### config.mk
export PLATFORM = sky130hd
export DESIGN_NAME = mp3_key_ctrl
export DESIGN_NICKNAME = d
export VERILOG_FILES = /design/src/rtl/mp3_key_ctrl.sv
export SDC_FILE = /design/constraint.sdc
export NUM_CORES = 1
export LEC_CHECK = 0
export CORE_MARGIN = 10
export CORE_UTILIZATION = 40
export DETAILED_ROUTE_END_ITERATION = 10
export DONT_BUFFER_PORTS = 1
export GPL_TIMING_DRIVEN = 0
export PLACE_DENSITY = 0.59
export RECOVER_POWER = 50
export SETUP_SLACK_MARGIN = 0.5
export SYNTH_ARGS = -nofsm -noshare
export SYNTH_HDL_FRONTEND = slang
export SYNTH_SLANG_ARGS = --single-unit
### constraint.sdc
create_clock -name CLK -period 2.9 [get_ports CLK]
set_input_delay 0.145 -clock CLK [delete_from_list [all_inputs] [get_ports CLK]]
set_output_delay 0.145 -clock CLK [all_outputs]
set_load 0.005 [all_outputs]
### src/rtl/mp3_key_ctrl.sv
// Front-panel key front end: per-key synchronise/debounce/press detect, track and
// volume command pulses, volume level, pause state and auto-advance on end of track.
module mp3_key_ctrl #(
  parameter int unsigned DEBOUNCE_CYC = 2_000_000,
  parameter logic [3:0]  VOL_RESET    = 4'd8,
  parameter logic [3:0]  VOL_MAX      = 4'd15,
  parameter bit          AUTO_NEXT    = 1'b1
) (
  input  logic       CLK,
  input  logic       RST_BTN,
  input  logic       i_key_next,
  input  logic       i_key_pre,
  input  logic       i_key_vplus,
  input  logic       i_key_vdec,
  input  logic       i_key_pause,
  input  logic       i_finish_song,
  output logic       o_next,
  output logic       o_pre,
  output logic       o_vol_plus,
  output logic       o_vol_dec,
  output logic       o_pause,
  output logic [3:0] o_vol_level
);

  localparam int unsigned NKEY = 5;
  localparam int unsigned CW   = (DEBOUNCE_CYC < 1) ? 1 : $clog2(DEBOUNCE_CYC + 1);
  localparam logic [CW-1:0] CNT_MAX = CW'(DEBOUNCE_CYC);

  localparam int unsigned K_NEXT  = 0;
  localparam int unsigned K_PRE   = 1;
  localparam int unsigned K_VPLUS = 2;
  localparam int unsigned K_VDEC  = 3;
  localparam int unsigned K_PAUSE = 4;

  logic [NKEY-1:0] key_raw;

  logic [NKEY-1:0]         sync1_q,  sync1_d;
  logic [NKEY-1:0]         sync2_q,  sync2_d;
  logic [NKEY-1:0]         stable_q, stable_d;
  logic [NKEY-1:0]         press_q,  press_d;
  logic [NKEY-1:0][CW-1:0] cnt_q,    cnt_d;

  logic       fin_prev_q, fin_prev_d;
  logic       next_q,     next_d;
  logic       pre_q,      pre_d;
  logic       vplus_q,    vplus_d;
  logic       vdec_q,     vdec_d;
  logic       pause_q,    pause_d;
  logic [3:0] vol_q,      vol_d;

  logic fin_edge;
  logic next_src;
  logic pre_src;
  logic plus_only;
  logic dec_only;

  assign key_raw = {i_key_pause, i_key_vdec, i_key_vplus, i_key_pre, i_key_next};

  // The counter holds DEBOUNCE_CYC for one cycle before the stable value is taken,
  // so a level must persist past that cycle; any return to the stable value clears it.
  always_comb begin
    sync1_d  = key_raw;
    sync2_d  = sync1_q;
    stable_d = stable_q;
    press_d  = '0;
    cnt_d    = '0;
    for (int unsigned k = 0; k < NKEY; k++) begin
      if (sync2_q[k] != stable_q[k]) begin
        if (cnt_q[k] == CNT_MAX) begin
          stable_d[k] = sync2_q[k];
          press_d[k]  = sync2_q[k];
        end else begin
          cnt_d[k] = cnt_q[k] + CW'(1);
        end
      end
    end
  end

  always_ff @(posedge CLK or negedge RST_BTN) begin
    if (!RST_BTN) begin
      sync1_q  <= '0;
      sync2_q  <= '0;
      stable_q <= '0;
      press_q  <= '0;
      cnt_q    <= '0;
    end else begin
      sync1_q  <= sync1_d;
      sync2_q  <= sync2_d;
      stable_q <= stable_d;
      press_q  <= press_d;
      cnt_q    <= cnt_d;
    end
  end

  assign fin_edge  = AUTO_NEXT & i_finish_song & ~fin_prev_q;
  assign next_src  = press_q[K_NEXT] | fin_edge;
  assign pre_src   = press_q[K_PRE] & ~next_src;
  assign plus_only = press_q[K_VPLUS] & ~press_q[K_VDEC];
  assign dec_only  = press_q[K_VDEC] & ~press_q[K_VPLUS];

  always_comb begin
    fin_prev_d = i_finish_song;
    next_d     = next_src;
    pre_d      = pre_src;
    vplus_d    = plus_only;
    vdec_d     = dec_only;
    vol_d      = vol_q;
    pause_d    = pause_q;

    if (plus_only && (vol_q < VOL_MAX)) begin
      vol_d = vol_q + 4'd1;
    end else if (dec_only && (vol_q != 4'd0)) begin
      vol_d = vol_q - 4'd1;
    end

    // A track change always resumes playback, overriding a same-cycle pause toggle.
    if (next_src || pre_src) begin
      pause_d = 1'b0;
    end else if (press_q[K_PAUSE]) begin
      pause_d = ~pause_q;
    end
  end

  always_ff @(posedge CLK or negedge RST_BTN) begin
    if (!RST_BTN) begin
      fin_prev_q <= 1'b0;
      next_q     <= 1'b0;
      pre_q      <= 1'b0;
      vplus_q    <= 1'b0;
      vdec_q     <= 1'b0;
      pause_q    <= 1'b0;
      vol_q      <= VOL_RESET;
    end else begin
      fin_prev_q <= fin_prev_d;
      next_q     <= next_d;
      pre_q      <= pre_d;
      vplus_q    <= vplus_d;
      vdec_q     <= vdec_d;
      pause_q    <= pause_d;
      vol_q      <= vol_d;
    end
  end

  assign o_next      = next_q;
  assign o_pre       = pre_q;
  assign o_vol_plus  = vplus_q;
  assign o_vol_dec   = vdec_q;
  assign o_pause     = pause_q;
  assign o_vol_level = vol_q;

endmodule

==> metrics.txt, run 1 <==
Worst EP required=3200 ps; via count=4851; Max Fclk=445 MHz; clk_lat worst skew=420 ps; setup TNS=0 ps; Leak Pwr=2.95 nW; Synth area leaders=dfrtp_1, xnor2_1, nor2_1, xor2_1, nand4_1; Die Height=148 um; Fin Clk Skew=8.84 ps; Critical Path Max Stage Delay=540 ps; yosys warns=0; DIE WIDTH=148 um; worst-path maximum fanout=8; CP Launch Type=flop; die area=0.0218 mm^2; unrepaired setup endpoints after global routing=false; Routed WL=13.1 mm; Max H-tree Level=4; failing checks=hold timing; Clock Sinks=135; Yosys reg bits=135; port buffer count=0; period utilisation layout=0.775; vias in the first global route=4831; CTS Buf Count=17; Via density=5.38; CTS Hold Bufs=6; most common cell in the netlist=dfrtp_1; WS Path Type=flop to flop; DP Area=0.00679 mm^2; initial drt markers=283; DR pass1 iterations=5; first-pass GRT wire length=22.9 mm; FFs w/ async S/R, synth=1.00; # IOs=17; Initial Util=0.409; CP dominant cell by count=or4_1; Peak VDD IR=0.456 mV; DR WL/cell=14.5 um; ys flop type=dfrtp_1; Syn Inst Count=648; postcts setup bufs=0; post-synth top area share=0.514; global placement routability congestion=0.797; CTS tree=built; Pwr Density=534 mW/mm^2; GRT Total Usage=0.126; synth unique cells=41; Area growth, synth to finish=13.1%; Setup crit start=cnt_q[46]; overall power consumption=3.94 mW; layout cells sized above 1=0.0700; crit-path cells=buf_6 > or4_1 > or4_1 > or2_1 > mux2_4; CP max stage cell=or4_1; largest net degree at the start of global routing=136; Pins Over Slew Limit=0; Post-CTS Resized=0; Worst-path clk slew=60 ps; DRC=0; initial antenna violation count=0; total of max-cap violations=0; Slew HR=0.658; Synth top cells by count=dfrtp_1, nor2_1, xnor2_1; Root Driver=clkbuf_16; Hold Slack=-570 ps; Final HPWL DP=8.74 mm; Least-Margin Pin Slew=506 ps; post-synth top area cell=dfrtp_1; Synth Cell Area=0.00652 mm^2; EDFF count, synth=0; Hold Violations, Final=135; sequential-to-total area share from yosys stat=0.518; post-route ant nets=0; final setup vio count=0; post-layout util=0.463; grt total ovfl=0; mean area per synthesized cell=10.1 um^2; WP data arrival=2550 ps; CTS max path bufs=2; nets@finish=694; post-route cell area=0.00737 mm^2; status=finished, violations left; Fillers=1472; crit path time final=2250 ps; Setup crit end kind=flop; antenna cells=0; FP Rows=46; worst hold path class=input pin to asynchronous set/reset pin; worst r2r src=cnt_q[46]; post-synthesis net count=669; core area=0.0159 mm^2
==> path summary, 6_finish.rpt <==
check	endpoint	slack [ps]	cells after the start
min in group CLK	sync1_q[1]	280	1
max in group asynchronous	o_vol_level[3]	3210	0
worst max register to register	stable_q[2]	650	5
worst min-delay path	cnt_q[101]	-570	0
worst max-delay path	stable_q[2]	650	5
worst min register to register	sync2_q[1]	350	0
==> where the power goes <==
part	leakage, nW	total (mW)	internal, mW	switching, mW
combinational	0.852	0.0861	0.0351	0.0510
clock	0.254	1.91	1.10	0.808
sequential	1.84	1.94	1.91	0.0279
==> stage by stage <==
| step | setup slack, ps | instances |
|---|---|---|
| final | 654 | 902 |
| after global routing | 549 | 902 |
| after global placement | 652 | 864 |
| after detailed placement | 668 | 864 |
| after CTS | 637 | 902 |
| after floorplan | 745 | 648 |
==> layout make-up <==
type | count | area, um^2 | area share
clock inverters | 13 | 82.6 | 0.0112
inverters | 28 | 105 | 0.0143
well taps | 216 | 270 | 0.0366
plain buffers | 20 | 85.1 | 0.0115
multi-input cells | 465 | 2950 | 0.400
flip-flops and latches | 135 | 3380 | 0.458
repair buffers | 6 | 60.1 | 0.00814
clock buffers | 19 | 443 | 0.0601
==> per-layer routing <==
layer | track usage | wire, um | vias to the layer above
met3 | 0.0379 | 415 | 8
met5 | 0 | 0 | -
met2 | 0.200 | 6380 | 64
li1 | - | - | 2375
met4 | 0.0391 | 83 | 0
met1 | 0.162 | 6210 | 2404
==> cells in the final DEF (no fill, tap or decap), types with 6 or more instances in the layout <==
master | synthesis | final
a21oi_1 | 34 | 34
and3_1 | 7 | 7
and4_1 | 10 | 10
clkbuf_1 | 17 | 18
clkbuf_16 | 0 | 17
clkinv_2 | 0 | 7
dfrtp_1 | 134 | 134
dlygate4sd3_1 | 0 | 6
ha_1 | 12 | 12
inv_1 | 28 | 28
mux2_2 | 7 | 7
nand2_1 | 32 | 32
nand3_1 | 36 | 36
nand4_1 | 31 | 31
nor2_1 | 75 | 75
nor3_1 | 13 | 13
nor4_1 | 20 | 20
o21ai_0 | 20 | 20
o31ai_1 | 17 | 17
or3_1 | 24 | 24
or4_1 | 23 | 23
xnor2_1 | 42 | 42
xor2_1 | 28 | 28
==> flip-flops by register name, summed over array words and instances, names as in the netlist <==
signal       count
cnt_q          105
press_q          5
stable_q         5
sync1_q          5
sync2_q          5
o_vol_level      4
fin_prev_q       1
o_next           1
o_pause          1
o_pre            1
o_vol_dec        1
o_vol_plus       1
==> logic make-up after synthesis <==
kind of cell    count (synthesis)  share of synthesized area
simple gates                  296                      0.248
flops                         135                      0.518
compound gates                 76                     0.0668
xor+xnor                       70                     0.0941
buf+inv                        48                     0.0292
fa+ha+maj                      13                     0.0261
mux                            10                     0.0175
==> worst max-delay path: cells and delay by family (launching register included) <==
kind	cells	cell delay [ps]
buf+inv	1	130
flops	1	370
simple gates	3	1320
mux	1	310
Note: power is estimated with default switching activity, not from simulation.
==> inputs of run 2 (changes only) <==
--- a/config.mk
+++ b/config.mk
@@ -10,7 +10,7 @@
 export DETAILED_ROUTE_END_ITERATION = 10
 export DONT_BUFFER_PORTS = 1
 export GPL_TIMING_DRIVEN = 0
-export PLACE_DENSITY = 0.59
+export PLACE_DENSITY = 0.61
 export RECOVER_POWER = 50
 export SETUP_SLACK_MARGIN = 0.5
 export SYNTH_ARGS = -nofsm -noshare
==> constraint.sdc (replaced) <==
create_clock -name CLK -period 1.9 [get_ports CLK]
set_input_delay 0.095 -clock CLK [delete_from_list [all_inputs] [get_ports CLK]]
set_output_delay 0.095 -clock CLK [all_outputs]
set_load 0.005 [all_outputs]
==> run 2 against run 1 <==
Net effect:
- flip-flop and latch count is the same
- critical path type unchanged
- worst hold slack got worse by 64 ps
- maximum frequency rose by 6.8%
- non-clock buffer count grew 98
- global-route usage grew 2.0 points
- critical path depth is 1 lower
- largest cell class is now multi-input combinational cells
- worst setup slack worse by 860 ps
- the flow finishes with violations (hold timing, setup timing)
==> metrics.txt, run 2 (same netlist as run 1, synthesis figures left out) <==
period utilisation layout=1.11 (+0.333); grt total ovfl=0 (unchanged); Initial Util=0.409 (unchanged); DR pass1 iterations=5 (unchanged); Leak Pwr=3.68 nW (+25%); DP Area=0.00706 mm^2 (+4.0%); Worst-path clk slew=60 ps (about the same); worst-path maximum fanout=2 (-6); worst reg-to-reg path cell count=4 (-1); Max Fclk=475 MHz (+6.8%); crit path time final=2100 ps (-142 ps); commonest non-fill, non-tap cells in the layout=dfrtp_1, buf_4, nor2_4; largest net degree at the start of global routing=136 (unchanged); initial antenna violation count=0 (unchanged); status=finished, violations left; initial drt markers=302 (+6.7%); Die Height=148 um (unchanged); failing checks=hold timing, setup timing; Most flops, register=cnt_q; final setup vio count=25 (+25); Via density=5.42 (+0.82%); Placement Setup Slack=-311 ps (-979 ps); CTS Hold Bufs=6 (unchanged); worst hold path class=input pin to asynchronous set/reset pin; CTS tree=built; Placed Cells=864 (unchanged); antenna cells=0 (unchanged); CTS max path bufs=2 (unchanged); Pwr Density=697 mW/mm^2 (+31%); reg2reg setup slack=-200 ps (-860 ps); die area=0.0218 mm^2 (unchanged); GRT Total Usage=0.145 (+0.0197); Setup crit end kind=flop; Slew HR=0.740 (+0.0825); most common cell after layout, fill and taps aside=dfrtp_1; post-route cell area=0.00965 mm^2 (+31%); clk_lat worst skew=420 ps (about the same); Clock Sinks=135 (unchanged); worst r2r src=cnt_q[58]; total of max-cap violations=0 (unchanged); Hold Violations, Final=135 (unchanged); Fin Clk Skew=8.25 ps (-0.598 ps); Pins Over Slew Limit=0 (unchanged); FP Rows=46 (unchanged); Max H-tree Level=4 (unchanged); vias in the first global route=5493 (+14%); Cell Count, Final, Fillers Out=1000 (+11%); global placement routability congestion=0.817 (+2.5%); overall power consumption=6.72 mW (+71%); WS Path Type=flop to flop; DIE WIDTH=148 um (unchanged); post-layout util=0.605 (+0.143); WP data arrival=2400 ps (-150 ps); port buffer count=0 (unchanged); post-route ant nets=0 (unchanged); reg2reg end=stable_q[2]; Routed WL=17.0 mm (+30%); unrepaired setup endpoints after global routing=true; DRC=0 (unchanged); Final HPWL DP=8.74 mm (about the same); core area=0.0159 mm^2 (unchanged); Least-Margin Pin Slew=388 ps (-118 ps); layout cells sized above 1=0.440 (+0.370); setup TNS=-3420 ps (-3420 ps); first-pass GRT wire length=26.6 mm (+16%); CTS Buf Count=17 (unchanged); Peak VDD IR=0.648 mV (+42%); CP Launch Type=flop; Worst EP required=2200 ps (-1000 ps); Area growth, synth to finish=48.1%; nets@finish=792 (+14%); Root Driver=clkbuf_16; Hold Slack=-634 ps (-64.2 ps); DR WL/cell=17.0 um (+17%); via count=5422 (+12%); Final WS setup=-204 ps (-858 ps); Largest register FFs=105 (unchanged); # IOs=17 (unchanged)
-- run 2: changes by cell type in the layout (fill, tap and decap cells not counted), sizes merged --
cell / before / now
inv: 29 / 28
bufinv: 0 / 3
clkinv: 8 / 3
buf: 3 / 107
clkinvlp: 4 / 1
-- run 2: repair_timing --
| action | in CTS | in global routing |
|---|---|---|
| gates cloned | 6 | 2 |
| hold endpoints to repair | 144 | 135 |
| resized for setup | 190 | 102 |
| pin swaps | 55 | 44 |
| setup buffers | 62 | 28 |
| setup endpoints to repair | 119 | 119 |
-- run 2: routing by layer --
layer  GRT usage  share of wire  vias up
met1       0.173           0.42     2730
met4      0.0431          0.021        0
li1            -              -     2565
met2       0.254           0.53       91
met5           0              0        -
met3      0.0348          0.030       36
-- run 2: report_power, final --
part	internal [mW]	switching (mW)
logic	0.190	0.172
registers	2.92	0.0500
clock network	2.20	1.19
-- run 2: critical path, cell delays in order, from the launching register on --
cell and delay (ps):
dfrtp_1 380, or4_4 530, or4_4 520, or2_4 250
mux2_4 300
-- run 2: layout make-up --
type,instances,area [um^2]
Clock inverter,7,116
Fill cell,1209,6290
Clock buffer,25,495
Sequential cell,135,3410
Timing Repair Buffer,104,960
Multi-Input combinational cell,465,3990
Buffer,20,305
Inverter,28,108
Tap cell,216,270
-- run 2: worst max-delay path by stage --
stage                          from          end  slack [ps]  depth (start not counted)
after floorplan           cnt_q[46]  stable_q[2]        -220                          5
after global placement    cnt_q[46]  stable_q[2]        -290                          5
after detailed placement   cnt_q[0]    cnt_q[20]        -310                          5
after CTS                 cnt_q[58]  stable_q[2]        -240                          4
after global routing      cnt_q[58]  stable_q[2]        -230                          4
final                     cnt_q[58]  stable_q[2]        -200                          4
==> inputs of run 3 (changes only) <==
--- a/config.mk
+++ b/config.mk
@@ -7,6 +7,7 @@
 export LEC_CHECK = 0
 export CORE_MARGIN = 10
 export CORE_UTILIZATION = 40
+export CTS_BUF_LIST = sky130_fd_sc_hd__clkbuf_8
 export DETAILED_ROUTE_END_ITERATION = 10
 export DONT_BUFFER_PORTS = 1
 export GPL_TIMING_DRIVEN = 0
==> run 3 against run 2 <==
Net effect:
- the flow still finishes with violations (hold timing, setup timing)
- non-clock buffer count grew 16
- core utilization increased by 0.39 points
- maximum frequency rose by 0.30%
- largest power group is now sequential cells
- global-route usage increased by 0.39 points
- worst hold slack got worse by 37 ps
- register-to-register slack barely moved
- largest cell class unchanged
- critical endpoint unchanged
==> metrics.txt, run 3 (same netlist as run 1, synthesis figures left out) <==
Largest register FFs=105 (unchanged); global placement routability congestion=0.817 (unchanged); DR pass1 iterations=5 (unchanged); Pins Over Slew Limit=0 (unchanged); DIE WIDTH=148 um (unchanged); footprint of the multi-input gates=0.00409 mm^2 (+2.6%); CP Launch Type=flop; Via density=5.54 (+2.2%); total of max-cap violations=0 (unchanged); Max H-tree Level=4 (unchanged); worst r2r src=cnt_q[58]; first-pass GRT wire length=27.2 mm (+2.4%); WP data arrival=2430 ps (+30 ps); Die Height=148 um (unchanged); worst reg-to-reg path cell count=4 (unchanged); post-route ant nets=0 (unchanged); Root Driver=clkbuf_8; Placed Cells=864 (unchanged); CTS Buf Count=17 (unchanged); grt total ovfl=0 (unchanged); Net Sw Frac=0.227 (+0.0167); Sequential Power Share=0.504 (+0.063); Cell Count, Final, Fillers Out=1016 (+1.6%); worst hold path class=input pin to asynchronous set/reset pin; Hold Violations, Final=135 (unchanged); worst-path maximum fanout=2 (unchanged); DRC=0 (unchanged); Routed WL=17.7 mm (+4.0%); CTS tree=built; core area=0.0159 mm^2 (unchanged); Initial Util=0.409 (unchanged); Comb power frac=0.067 (+0.013); Bufs and invs on worst path=0 (unchanged); period utilisation layout=1.10 (-0.00326); Slew HR=0.700 (-0.0407); commonest non-fill, non-tap cells in the layout=dfrtp_1, buf_4, nor2_4; clock power share=0.429 (-0.076); layout cells sized above 1=0.463 (+0.0224); Hold Slack=-671 ps (-36.9 ps); Placement Setup Slack=-311 ps (unchanged); reg2reg end=stable_q[2]; Critical Path Max Stage Delay=530 ps (about the same); Peak VDD IR=0.640 mV (-1.3%); failing checks=hold timing, setup timing; Final HPWL DP=8.74 mm (unchanged); Worst-path clk slew=80 ps (+20 ps); Most flops, register=cnt_q; DR WL/cell=17.4 um (+2.3%); initial antenna violation count=0 (unchanged); Area growth, synth to finish=49.0%; CTS max path bufs=2 (unchanged); vias in the first global route=5618 (+2.3%); Fillers=1197 (-0.99%); CP max stage cell=or4_4; reg2reg setup slack=-200 ps (about the same); Pwr Density=604 mW/mm^2 (-13%); FP Rows=46 (unchanged); via count=5628 (+3.8%); Leak Pwr=3.75 nW (+1.8%); family with the most delay on the worst path=simple AND/OR/NAND/NOR gates; crit path time final=2100 ps (-6.19 ps); Max Fclk=477 MHz (+0.30%); GRT Total Usage=0.149 (+0.00389); die area=0.0218 mm^2 (unchanged); Switch Pwr=1.33 mW (-5.8%); status=finished, violations left; nets@finish=808 (+2.0%); final setup vio count=25 (unchanged); # IOs=17 (unchanged); unrepaired setup endpoints after global routing=true; Pint=4.53 mW (-15%); Clock Sinks=135 (unchanged); CP dominant cell by count=or4_4; CTS Hold Bufs=6 (unchanged); antenna cells=0 (unchanged); largest net degree at the start of global routing=136 (unchanged); Least-Margin Pin Slew=446 ps (+58.3 ps); WS Path Type=flop to flop; most common cell after layout, fill and taps aside=dfrtp_1; FF/Latch Area=0.00341 mm^2 (-0.15%); Final WS setup=-198 ps (+6.19 ps); port buffer count=0 (unchanged); Setup crit end kind=flop; Fin Clk Skew=13.8 ps (+5.58 ps); clk_lat worst skew=450 ps (+30 ps); initial drt markers=344 (+14%); Worst EP required=2230 ps (+30 ps); crit-path cells=or4_4 > or4_4 > or2_4 > mux2_4
## run 3: area by class of cell
type | count | area share
plain buffers | 20 | 0.0318
clock buffers | 21 | 0.0298
clock inverters | 11 | 0.0135
inverters | 28 | 0.0111
multi-input cells | 465 | 0.421
flip-flops and latches | 135 | 0.351
well taps | 216 | 0.0278
repair buffers | 120 | 0.114
## run 3: power groups by stage
stage               sequential, mW  clock, mW  combinational [mW]
floorplan                     3.00          0               0.106
global placement              3.01          0               0.132
detailed placement            3.01          0               0.139
CTS                           2.95       2.57               0.281
global route                  2.96       2.69               0.410
finish                        2.96       2.52               0.390
## run 3: metal layers
layer  GRT usage  vias up  share of wire
met3      0.0366       46          0.042
met1       0.172     2820           0.41
met5           0        -              0
li1            -     2607              -
met4      0.0634        0          0.026
met2       0.258      155           0.52
## run 3: metrics by stage
stage                     setup TNS [ps]  total power, mW  instance area, um^2   util  hold WS (ps)
after floorplan                    -1540             3.10                 6790      -          -201
after global placement             -4340             3.14                 7060  0.443          -194
after detailed placement           -5230             3.15                 7060  0.443          -194
after CTS                          -4010             5.81                 8960  0.562          -689
after global routing               -6720             6.06                 9710  0.609          -696
final                              -3350             5.87                 9710  0.609          -671
## run 3: how the worst max path moves through the flow
| stage | start | depth (start not counted) | slack [ps] | end |
|---|---|---|---|---|
| after floorplan | cnt_q[46] | 5 | -220 | stable_q[2] |
| after global placement | cnt_q[46] | 5 | -290 | stable_q[2] |
| after detailed placement | cnt_q[0] | 5 | -310 | cnt_q[20] |
| after CTS | cnt_q[58] | 4 | -240 | stable_q[2] |
| after global routing | cnt_q[58] | 4 | -230 | stable_q[2] |
| final | cnt_q[58] | 4 | -200 | stable_q[2] |
## run 3: what timing repair did
action                                 4_1_cts  5_1_grt
resized for setup                          189      122
buffers inserted                            79       27
endpoints found under the hold margin      144      135
pin swaps                                   51       65
setup endpoints to repair                  119      119
cloned                                       6        2
